===== src/rtl/cp0_regfile_if.sv =====
// Coprocessor-0 register file bus: MTC0/MFC0 access, exception commit and
// the feedback signals returned to the exception unit.
interface cp0_regfile_if;
  // MTC0 / MFC0
  logic        mtc0_we;
  logic [4:0]  mtc0_addr;
  logic [2:0]  mtc0_sel;
  logic [31:0] mtc0_wdata;
  logic [4:0]  mfc0_addr;
  logic [2:0]  mfc0_sel;
  logic [31:0] mfc0_rdata;
  // Exception commit
  logic        exc_we;
  logic [4:0]  exc_code;
  logic [31:0] exc_epc;
  logic        exc_bd;
  logic        badvaddr_we;
  logic [31:0] badvaddr_in;
  logic        clear_exl;
  logic [5:0]  hw_int;
  // Feedback
  logic [31:0] epc_out;
  logic [31:0] ebase;
  logic        sr_exl;
  logic        sr_bev;
  logic        cause_iv;
  logic        allow_int;
  logic [7:0]  interrupt_flag;
  logic        timer_int;

  // Pipeline / exception-unit side
  modport master (
    output mtc0_we, mtc0_addr, mtc0_sel, mtc0_wdata, mfc0_addr, mfc0_sel,
    output exc_we, exc_code, exc_epc, exc_bd, badvaddr_we, badvaddr_in, clear_exl, hw_int,
    input  mfc0_rdata, epc_out, ebase, sr_exl, sr_bev, cause_iv, allow_int,
    input  interrupt_flag, timer_int
  );

  // Register file side
  modport slave (
    input  mtc0_we, mtc0_addr, mtc0_sel, mtc0_wdata, mfc0_addr, mfc0_sel,
    input  exc_we, exc_code, exc_epc, exc_bd, badvaddr_we, badvaddr_in, clear_exl, hw_int,
    output mfc0_rdata, epc_out, ebase, sr_exl, sr_bev, cause_iv, allow_int,
    output interrupt_flag, timer_int
  );
endinterface


===== src/rtl/cp0_regfile.sv =====
// Coprocessor-0 register file: Status/Cause/EPC/BadVAddr/EBase, the
// Count/Compare timer and interrupt-pending collection.
module cp0_regfile #(
  parameter logic [31:0] EBASE_RST = 32'h8000_0000,
  parameter int unsigned TIMER_IP  = 7
) (
  input logic           clk,
  input logic           resetn,
  cp0_regfile_if.slave  bus
);

  localparam logic [31:0] StatusRst   = 32'h0040_0000;
  localparam logic [31:0] StatusWmask = 32'h0040_FF03;
  localparam logic [31:0] CauseWmask  = 32'h0080_0300;
  localparam logic [31:0] EbaseWmask  = 32'h3FFF_F000;

  localparam int unsigned ExlBit = 1;
  localparam int unsigned TiBit  = 30;
  localparam int unsigned BdBit  = 31;

  logic [31:0] status_q, status_d;
  logic [31:0] cause_q, cause_d;
  logic [31:0] epc_q, epc_d;
  logic [31:0] badvaddr_q, badvaddr_d;
  logic [31:0] count_q, count_d;
  logic [31:0] compare_q, compare_d;
  logic [31:0] ebase_q, ebase_d;
  logic        phase_q, phase_d;
  logic        ti_d;
  logic [31:0] ebase_rd;

  logic wr_badvaddr, wr_count, wr_compare, wr_status, wr_cause, wr_epc, wr_ebase;

  // EBase top bits are hardwired to kseg0/kseg1 region, low 12 bits to zero.
  assign ebase_rd = {2'b10, ebase_q[29:12], 12'h000};

  // MTC0 address decode
  always_comb begin
    wr_badvaddr = 1'b0;
    wr_count    = 1'b0;
    wr_compare  = 1'b0;
    wr_status   = 1'b0;
    wr_cause    = 1'b0;
    wr_epc      = 1'b0;
    wr_ebase    = 1'b0;
    if (bus.mtc0_we) begin
      case ({bus.mtc0_addr, bus.mtc0_sel})
        {5'd8,  3'd0}: wr_badvaddr = 1'b1;
        {5'd9,  3'd0}: wr_count    = 1'b1;
        {5'd11, 3'd0}: wr_compare  = 1'b1;
        {5'd12, 3'd0}: wr_status   = 1'b1;
        {5'd13, 3'd0}: wr_cause    = 1'b1;
        {5'd14, 3'd0}: wr_epc      = 1'b1;
        {5'd15, 3'd1}: wr_ebase    = 1'b1;
        default: ;
      endcase
    end
  end

  // Next-state: MTC0 first, then exception commit overrides its fields
  always_comb begin
    status_d   = status_q;
    cause_d    = cause_q;
    epc_d      = epc_q;
    badvaddr_d = badvaddr_q;
    compare_d  = compare_q;
    ebase_d    = ebase_q;
    phase_d    = ~phase_q;
    count_d    = phase_q ? count_q + 32'd1 : count_q;

    // TI is sticky until Compare is rewritten; the clear beats a match.
    ti_d = cause_q[TiBit] | (count_q == compare_q);

    if (wr_count) begin
      count_d = bus.mtc0_wdata;
      phase_d = 1'b0;
    end
    if (wr_compare) begin
      compare_d = bus.mtc0_wdata;
      ti_d      = 1'b0;
    end
    if (wr_status)   status_d   = (status_q & ~StatusWmask) | (bus.mtc0_wdata & StatusWmask);
    if (wr_cause)    cause_d    = (cause_q & ~CauseWmask) | (bus.mtc0_wdata & CauseWmask);
    if (wr_ebase)    ebase_d    = (ebase_q & ~EbaseWmask) | (bus.mtc0_wdata & EbaseWmask);
    if (wr_epc)      epc_d      = bus.mtc0_wdata;
    if (wr_badvaddr) badvaddr_d = bus.mtc0_wdata;

    if (bus.clear_exl) status_d[ExlBit] = 1'b0;

    if (bus.exc_we) begin
      status_d[ExlBit] = 1'b1;
      cause_d[6:2]     = bus.exc_code;
      // A nested exception keeps the original return point.
      if (!status_q[ExlBit]) begin
        epc_d          = bus.exc_epc;
        cause_d[BdBit] = bus.exc_bd;
      end else begin
        epc_d = epc_q;
      end
    end

    if (bus.badvaddr_we) badvaddr_d = bus.badvaddr_in;

    // Hardware interrupt lines resampled every cycle; timer shares one IP bit.
    cause_d[15:10]        = bus.hw_int;
    cause_d[8 + TIMER_IP] = cause_d[8 + TIMER_IP] | ti_d;
    cause_d[TiBit]        = ti_d;
  end

  // State registers with synchronous active-low reset
  always_ff @(posedge clk) begin
    if (!resetn) begin
      status_q   <= StatusRst;
      cause_q    <= '0;
      epc_q      <= '0;
      badvaddr_q <= '0;
      count_q    <= '0;
      compare_q  <= '0;
      ebase_q    <= EBASE_RST;
      phase_q    <= 1'b0;
    end else begin
      status_q   <= status_d;
      cause_q    <= cause_d;
      epc_q      <= epc_d;
      badvaddr_q <= badvaddr_d;
      count_q    <= count_d;
      compare_q  <= compare_d;
      ebase_q    <= ebase_d;
      phase_q    <= phase_d;
    end
  end

  // MFC0 read mux, pre-edge values only
  always_comb begin
    bus.mfc0_rdata = '0;
    case ({bus.mfc0_addr, bus.mfc0_sel})
      {5'd8,  3'd0}: bus.mfc0_rdata = badvaddr_q;
      {5'd9,  3'd0}: bus.mfc0_rdata = count_q;
      {5'd11, 3'd0}: bus.mfc0_rdata = compare_q;
      {5'd12, 3'd0}: bus.mfc0_rdata = status_q;
      {5'd13, 3'd0}: bus.mfc0_rdata = cause_q;
      {5'd14, 3'd0}: bus.mfc0_rdata = epc_q;
      {5'd15, 3'd1}: bus.mfc0_rdata = ebase_rd;
      default: ;
    endcase
  end

  assign bus.epc_out        = epc_q;
  assign bus.ebase          = ebase_rd;
  assign bus.sr_exl         = status_q[ExlBit];
  assign bus.sr_bev         = status_q[22];
  assign bus.cause_iv       = cause_q[23];
  assign bus.allow_int      = status_q[0] & ~status_q[ExlBit];
  assign bus.interrupt_flag = cause_q[15:8] & status_q[15:8];
  assign bus.timer_int      = cause_q[TiBit];

endmodule


===== src/flat_wrapper.sv =====
// flat-port wrapper written by rule: the top's interface ports become plain ports
module cp0_regfile_flat 
#(
  parameter logic [31:0] EBASE_RST = 32'h8000_0000,
  parameter int unsigned TIMER_IP  = 7
)
  (clk, resetn, bus_mtc0_we, bus_mtc0_addr, bus_mtc0_sel, bus_mtc0_wdata, bus_mfc0_addr, bus_mfc0_sel, bus_exc_we, bus_exc_code, bus_exc_epc, bus_exc_bd, bus_badvaddr_we, bus_badvaddr_in, bus_clear_exl, bus_hw_int, bus_mfc0_rdata, bus_epc_out, bus_ebase, bus_sr_exl, bus_sr_bev, bus_cause_iv, bus_allow_int, bus_interrupt_flag, bus_timer_int);
  cp0_regfile_if bus_i ();
  input logic clk;
  input logic resetn;
  input wire logic [$bits(bus_i.mtc0_we)-1:0] bus_mtc0_we;
  input wire logic [$bits(bus_i.mtc0_addr)-1:0] bus_mtc0_addr;
  input wire logic [$bits(bus_i.mtc0_sel)-1:0] bus_mtc0_sel;
  input wire logic [$bits(bus_i.mtc0_wdata)-1:0] bus_mtc0_wdata;
  input wire logic [$bits(bus_i.mfc0_addr)-1:0] bus_mfc0_addr;
  input wire logic [$bits(bus_i.mfc0_sel)-1:0] bus_mfc0_sel;
  input wire logic [$bits(bus_i.exc_we)-1:0] bus_exc_we;
  input wire logic [$bits(bus_i.exc_code)-1:0] bus_exc_code;
  input wire logic [$bits(bus_i.exc_epc)-1:0] bus_exc_epc;
  input wire logic [$bits(bus_i.exc_bd)-1:0] bus_exc_bd;
  input wire logic [$bits(bus_i.badvaddr_we)-1:0] bus_badvaddr_we;
  input wire logic [$bits(bus_i.badvaddr_in)-1:0] bus_badvaddr_in;
  input wire logic [$bits(bus_i.clear_exl)-1:0] bus_clear_exl;
  input wire logic [$bits(bus_i.hw_int)-1:0] bus_hw_int;
  output wire logic [$bits(bus_i.mfc0_rdata)-1:0] bus_mfc0_rdata;
  output wire logic [$bits(bus_i.epc_out)-1:0] bus_epc_out;
  output wire logic [$bits(bus_i.ebase)-1:0] bus_ebase;
  output wire logic [$bits(bus_i.sr_exl)-1:0] bus_sr_exl;
  output wire logic [$bits(bus_i.sr_bev)-1:0] bus_sr_bev;
  output wire logic [$bits(bus_i.cause_iv)-1:0] bus_cause_iv;
  output wire logic [$bits(bus_i.allow_int)-1:0] bus_allow_int;
  output wire logic [$bits(bus_i.interrupt_flag)-1:0] bus_interrupt_flag;
  output wire logic [$bits(bus_i.timer_int)-1:0] bus_timer_int;
  assign bus_i.mtc0_we = bus_mtc0_we;
  assign bus_i.mtc0_addr = bus_mtc0_addr;
  assign bus_i.mtc0_sel = bus_mtc0_sel;
  assign bus_i.mtc0_wdata = bus_mtc0_wdata;
  assign bus_i.mfc0_addr = bus_mfc0_addr;
  assign bus_i.mfc0_sel = bus_mfc0_sel;
  assign bus_i.exc_we = bus_exc_we;
  assign bus_i.exc_code = bus_exc_code;
  assign bus_i.exc_epc = bus_exc_epc;
  assign bus_i.exc_bd = bus_exc_bd;
  assign bus_i.badvaddr_we = bus_badvaddr_we;
  assign bus_i.badvaddr_in = bus_badvaddr_in;
  assign bus_i.clear_exl = bus_clear_exl;
  assign bus_i.hw_int = bus_hw_int;
  assign bus_mfc0_rdata = bus_i.mfc0_rdata;
  assign bus_epc_out = bus_i.epc_out;
  assign bus_ebase = bus_i.ebase;
  assign bus_sr_exl = bus_i.sr_exl;
  assign bus_sr_bev = bus_i.sr_bev;
  assign bus_cause_iv = bus_i.cause_iv;
  assign bus_allow_int = bus_i.allow_int;
  assign bus_interrupt_flag = bus_i.interrupt_flag;
  assign bus_timer_int = bus_i.timer_int;
  cp0_regfile #(.EBASE_RST(EBASE_RST), .TIMER_IP(TIMER_IP)) u_core (.clk(clk), .resetn(resetn), .bus(bus_i));
endmodule

===== config.mk =====
export PLATFORM = sky130hd
export DESIGN_NAME = cp0_regfile_flat
export DESIGN_NICKNAME = d
export VERILOG_FILES = /design/src/rtl/cp0_regfile_if.sv /design/src/rtl/cp0_regfile.sv /design/src/flat_wrapper.sv
export SDC_FILE = /design/constraint.sdc
export NUM_CORES = 1
export LEC_CHECK = 0
export BUFFER_PORTS_ARGS = -buffer_cell sky130_fd_sc_hd__buf_2
export CORE_MARGIN = 10
export CORE_UTILIZATION = 48
export DETAILED_ROUTE_END_ITERATION = 6
export PLACE_DENSITY_LB_ADDON = 0.1
export SLEW_MARGIN = 20
export SYNTH_ARGS = -nofsm -noshare
export SYNTH_HDL_FRONTEND = slang
export SYNTH_SLANG_ARGS = --single-unit

===== constraint.sdc =====
create_clock -name clk -period 2.3 [get_ports clk]
set_input_delay 0.46 -clock clk [delete_from_list [all_inputs] [get_ports clk]]
set_output_delay 0.46 -clock clk [all_outputs]
set_load 0.005 [all_outputs]

* After elaboration in Yosys (flattened, before gate mapping)
Cells that the tools add are included.
** Cells by class
- Add/subtract/negate cells :: 1
- Equality and inequality tests :: 16
- Mux-type cells :: 30
- Bitwise operators :: 10
- Reductions and logical operators :: 7
** Operators with widths (number)
- two-way mux 32 bit :: 8
- one-hot mux 32 bit (7 select lines) :: 1
- equality test 8 x 7 -> 1 bit, second input constant :: 14
- adder 32 x 1 -> 32 bit, second input constant :: 1
- equality test 32 bit :: 1
- OR 32 x 23 -> 32 bit :: 1
- OR 32 x 24 -> 32 bit :: 1
- OR 32 x 30 -> 32 bit :: 1
- two-way mux 1 bit :: 19
- bitwise AND 8 bit :: 1
- nonzero test 2 bit :: 4
- two-way mux 5 bit :: 1
- NOT 1 bit :: 3
- nonzero test 3 bit :: 1
- two-way mux 2 bit :: 1
- inequality test 2 bit, second input constant :: 1
- OR 1 bit :: 2
- AND reduction 2 bit :: 1
- OR reduction 2 bit :: 1
- bitwise AND 1 bit :: 1
** Word-level totals
- Bits in registers :: 225
- Bits of input ports :: 130
- Output and inout port bits :: 109
- Word-level logic and storage cells :: 75

* Logic depth before layout (Yosys ltp)
- Word-level depth :: 6
- Depth in mapped cells :: 8
- Gate-level depth less buffers :: 6

* Worst setup path before layout
Ideal clock, no wire load.
- Path kind :: input to output
- From :: in bus_mfc0_sel[1]
- To :: out bus_mfc0_rdata[12]
- Arrival :: 1.889 ns
- Required time :: 1.840 ns
- Path slack :: -0.049 ns
- Cell stages on the path :: 6
- Buffers on the path :: 1
- Cells stage by stage :: or3_1 > or3b_2 > nor2_1 > buf_2 > a22oi_1 > nand3_1
** On the way
- Cells in the longest elaborated chain, start to end :: 2
- Elaborated cells between the ends (all ways) :: 8
- Classes of those cells :: eq/ne (7); mux (1)
** RTL lines
- from (decl) :: RTL line flat_wrapper.sv:16 : input wire logic [$bits(bus_i.mfc0_sel)-1:0] bus_mfc0_sel;
- equality test 8 x 7 -> 1 bit :: RTL line cp0_regfile.sv:136 : case ({bus.mfc0_addr, bus.mfc0_sel})
- one-hot mux 32 bit (7 select lines) * :: RTL line cp0_regfile.sv:136
- to (decl) :: RTL line flat_wrapper.sv:25 : output wire logic [$bits(bus_i.mfc0_rdata)-1:0] bus_mfc0_rdata;
Mark *: on every way between the ends. The rest lies on a longest branch, timed or not.

* Worst setup path after layout
- From :: in bus_mfc0_sel[1]
- To :: out bus_mfc0_rdata[22]
The elaborated chain is that of the path after synthesis.

==> metrics.txt <==
status=finished with violations; failing checks=negative setup slack; flop2flop setup slack=360 ps; Starting Density=0.486; maximum clock path buffer count=2; register area share after synthesis=0.386; gr usage total=0.240; die height=~160 microns; pin count of the biggest net entering global routing=57; share of cells above drive strength 1=0.275; crit start category=input pin; WP data required=1840 ps; pwr/cell area=~590 nW/um^2; Clock Latency Late Sink=430 ps; Yosys warnings=0; most common cell in the netlist=nand2_1; largest area contributor in the netlist=dfxtp_1; CP startpoint=bus_mfc0_sel[1]; synth unique cells=50; Slew Viols, Final=0; Max Cap Violations=0; crit path kind=in2out; Initial DRC Count=about 660; Seq cells post-synth=between 150 and 200; HPWL after DPL=21700 microns; WP data arrival=~2000 ps; Crit path top cell by count=buf_6; final hold violation count=0; Final Net Count=about 1400; Crit Reg-Reg Startpoint=u_core.count_q[4]; Post-Route Skew=between 5 and 6 ps; die area=around 25000 sq um; routability cong.=0.821; Antenna Nets Post-Route=0; Synth top area share=0.386; reg2reg end=u_core.count_q[15]; mean post-synth cell area=8.80 sq um; Hold-fix buffers, CTS=0; worst hold margin=approximately 240 ps; Core Region=around 19000 sq um; Worst Path Max Fanout=8; Congestion Overflow GR=0; Setup crit end kind=output port; Tcrit/Tclk final=1.09; final wirelength=roughly 30000 microns; DIE WIDTH=approximately 160 microns; Static Leakage=about 0.0050 uW; Worst Max-Slew Pin Slew=between 500 and 600 ps; Buffers on Ports=224; Worst path depth=9; RSZ-0062 raised after global routing=yes; synth top area cells=dfxtp_1 39%, mux2i_1 9.3%, nand2_1 7.8%, o211a_1 4.8%, a21boi_0 4.2%; synth cell count leaders=187 x nand2_1, 174 x dfxtp_1, 84 x mux2i_1, 56 x a21oi_1, 55 x o21ai_0; slowest stage cell on the critical path=or3_4; CTS tree=built; residual DRC count=0; Slew headroom=0.651; Routed WL per cell=~21 microns; CP max stage delay=about 400 ps; maximum vdd drop=between 0.0004 and 0.0005 V; vias in the first global route=8217; Max Fclk=about 400 MHz; initial antenna violation count=1; Post-synth EDFFs=0; # IOs=239; first-pass GRT wire length=roughly 47000 microns; CTS Sinks=174; WP buf/inv=4; CP Cell Sequence=buf_6, or3_4, or2_4, nor3_4, buf_6, buf_12, a222oi_1, nand3_1, buf_2; mapped cell area=9030 sq um; Final setup viols=32; Gate Count Post-Synth=around 1000; dominant synthesized flop cell=dfxtp_1; # rows=50; Final WS setup=-201 ps; crit path time final=approximately 2500 ps; fraction of registers with async set/reset=0; Hold Crit Class=in2reg; Root Driver=clkbuf_16; Top delay family on crit path=simple AND/OR/NAND/NOR gates; router iterations before antenna repair=7; H-tree Lvls=4; critical path capture point=bus_mfc0_rdata[22]; CTS buffer count=17; via count=8449; clk slew on worst S/H paths=approximately 70 ps; Worst Reg-to-Reg Cells=6; synthesis-to-layout area growth=26.1%; DR vias/cell=5.68; Fin Setup TNS=-4940 ps
[registers in the layout, summed over array words and instances, names as in the netlist]
signal / flops
u_core.phase_q: 1
u_core.ebase_q: 18
u_core.badvaddr_q: 32
u_core.compare_q: 32
u_core.bus.epc_out: 32
u_core.status_q: 11
u_core.cause_q: 16
u_core.count_q: 32
[cells in the final DEF, fill, tap and decap left out, types with 14 or more instances in the layout]
cell type,Yosys,layout
conb_1,2,14
buf_4,23,35
nor2b_1,18,18
a222oi_1,21,21
nand3_1,32,31
nand2_1,187,187
o21ai_0,55,55
o211a_1,43,43
xnor2_1,40,40
xor2_1,23,23
a21boi_0,51,51
buf_2,21,221
dfxtp_1,174,174
a21oi_1,56,56
nand4_1,23,23
a22oi_1,43,35
buf_12,3,18
and2_1,14,14
clkbuf_16,0,19
mux2i_1,84,84
[where the power goes]
part / leakage [uW] / switching [uW] / total, uW / internal [uW]
Sequential: 0.00142 / 84.0 / 3210 / 3120
Combinational: 0.00332 / 337 / 637 / 300
Clock: 0.000267 / 1210 / 2830 / 1620
Total: 0.00501 / 1630 / 6670 / 5040
[area by class of cell]
class | count | area (sq um)
clock inverters | 7 | 77.6
clock buffers | 25 | 495
well taps | 234 | 293
multi-input cells | 761 | 5130
flip-flops and latches | 174 | 3480
fillers | 1663 | 7200
diodes | 1 | 2.50
repair buffers | 283 | 1890
inverters | 3 | 11.3
[worst reg2reg max path: stages, from the launching register on]
cell and delay (ps):
dfxtp_1 490, nand4_2 330, nor4_4 350, buf_4 240
nand4_1 160, xor2_1 170, a21oi_1 140
[cells by family (layout without fill, tap and decap cells)]
logic type                 count (synthesis)  in the layout  share of synthesized area
buffers and inverters                    103            318                     0.0625
and+or+nand+nor                          324            324                      0.179
muxes                                     84             84                     0.0932
adders and majority gates                  1              1                    0.00139
AOI/OAI and AO/OA                        275            275                      0.216
other                                      2             15                   0.000832
DFF                                      174            174                      0.386
xor gates and xnor gates                  63             63                     0.0611
[through the flow]
step                      utilization  power (uW)  setup slack, ps  instances  cell area [sq um]
after floorplan                     -        3590             7.54       1038               9080
after global routing            0.613        6920             -268       1488              11400
after CTS                       0.606        6700             -235       1484              11300
after detailed placement        0.569        3900             -279       1447              10600
after global placement          0.569        3890             -246       1447              10600
final                           0.613        6670             -201       1488              11400
[per-layer routing]
layer  GRT usage  vias to the layer above  part of all wire
met5           0                        -                 0
met4      0.0530                        0             0.013
li1            -                     4087                 -
met2       0.380                      304              0.45
met3      0.0611                       25             0.072
met1       0.322                     4033              0.46
[how the worst min path moves through the flow]
stage	slack, ps	end	cells past startpoint	start
6_report	240	u_core.cause_q[11]	2	bus_hw_int[1]
5_1_grt	220	u_core.cause_q[14]	2	bus_hw_int[4]
4_1_cts	220	u_core.cause_q[12]	2	bus_hw_int[2]
3_5_place_dp	470	u_core.ebase_q[22]	2	u_core.ebase_q[22]
3_3_place_gp	460	u_core.ebase_q[25]	2	u_core.ebase_q[25]
2_1_floorplan	460	u_core.cause_q[31]	2	u_core.cause_q[31]
[what timing repair did]
item / CTS / global route
gates cloned: 2 / 2
pin swaps: 12 / 10
endpoints found under the setup margin: 32 / 32
resized for setup: 10 / 10
setup buffers: 3 / 1
Power figures use the tool's default switching activity.
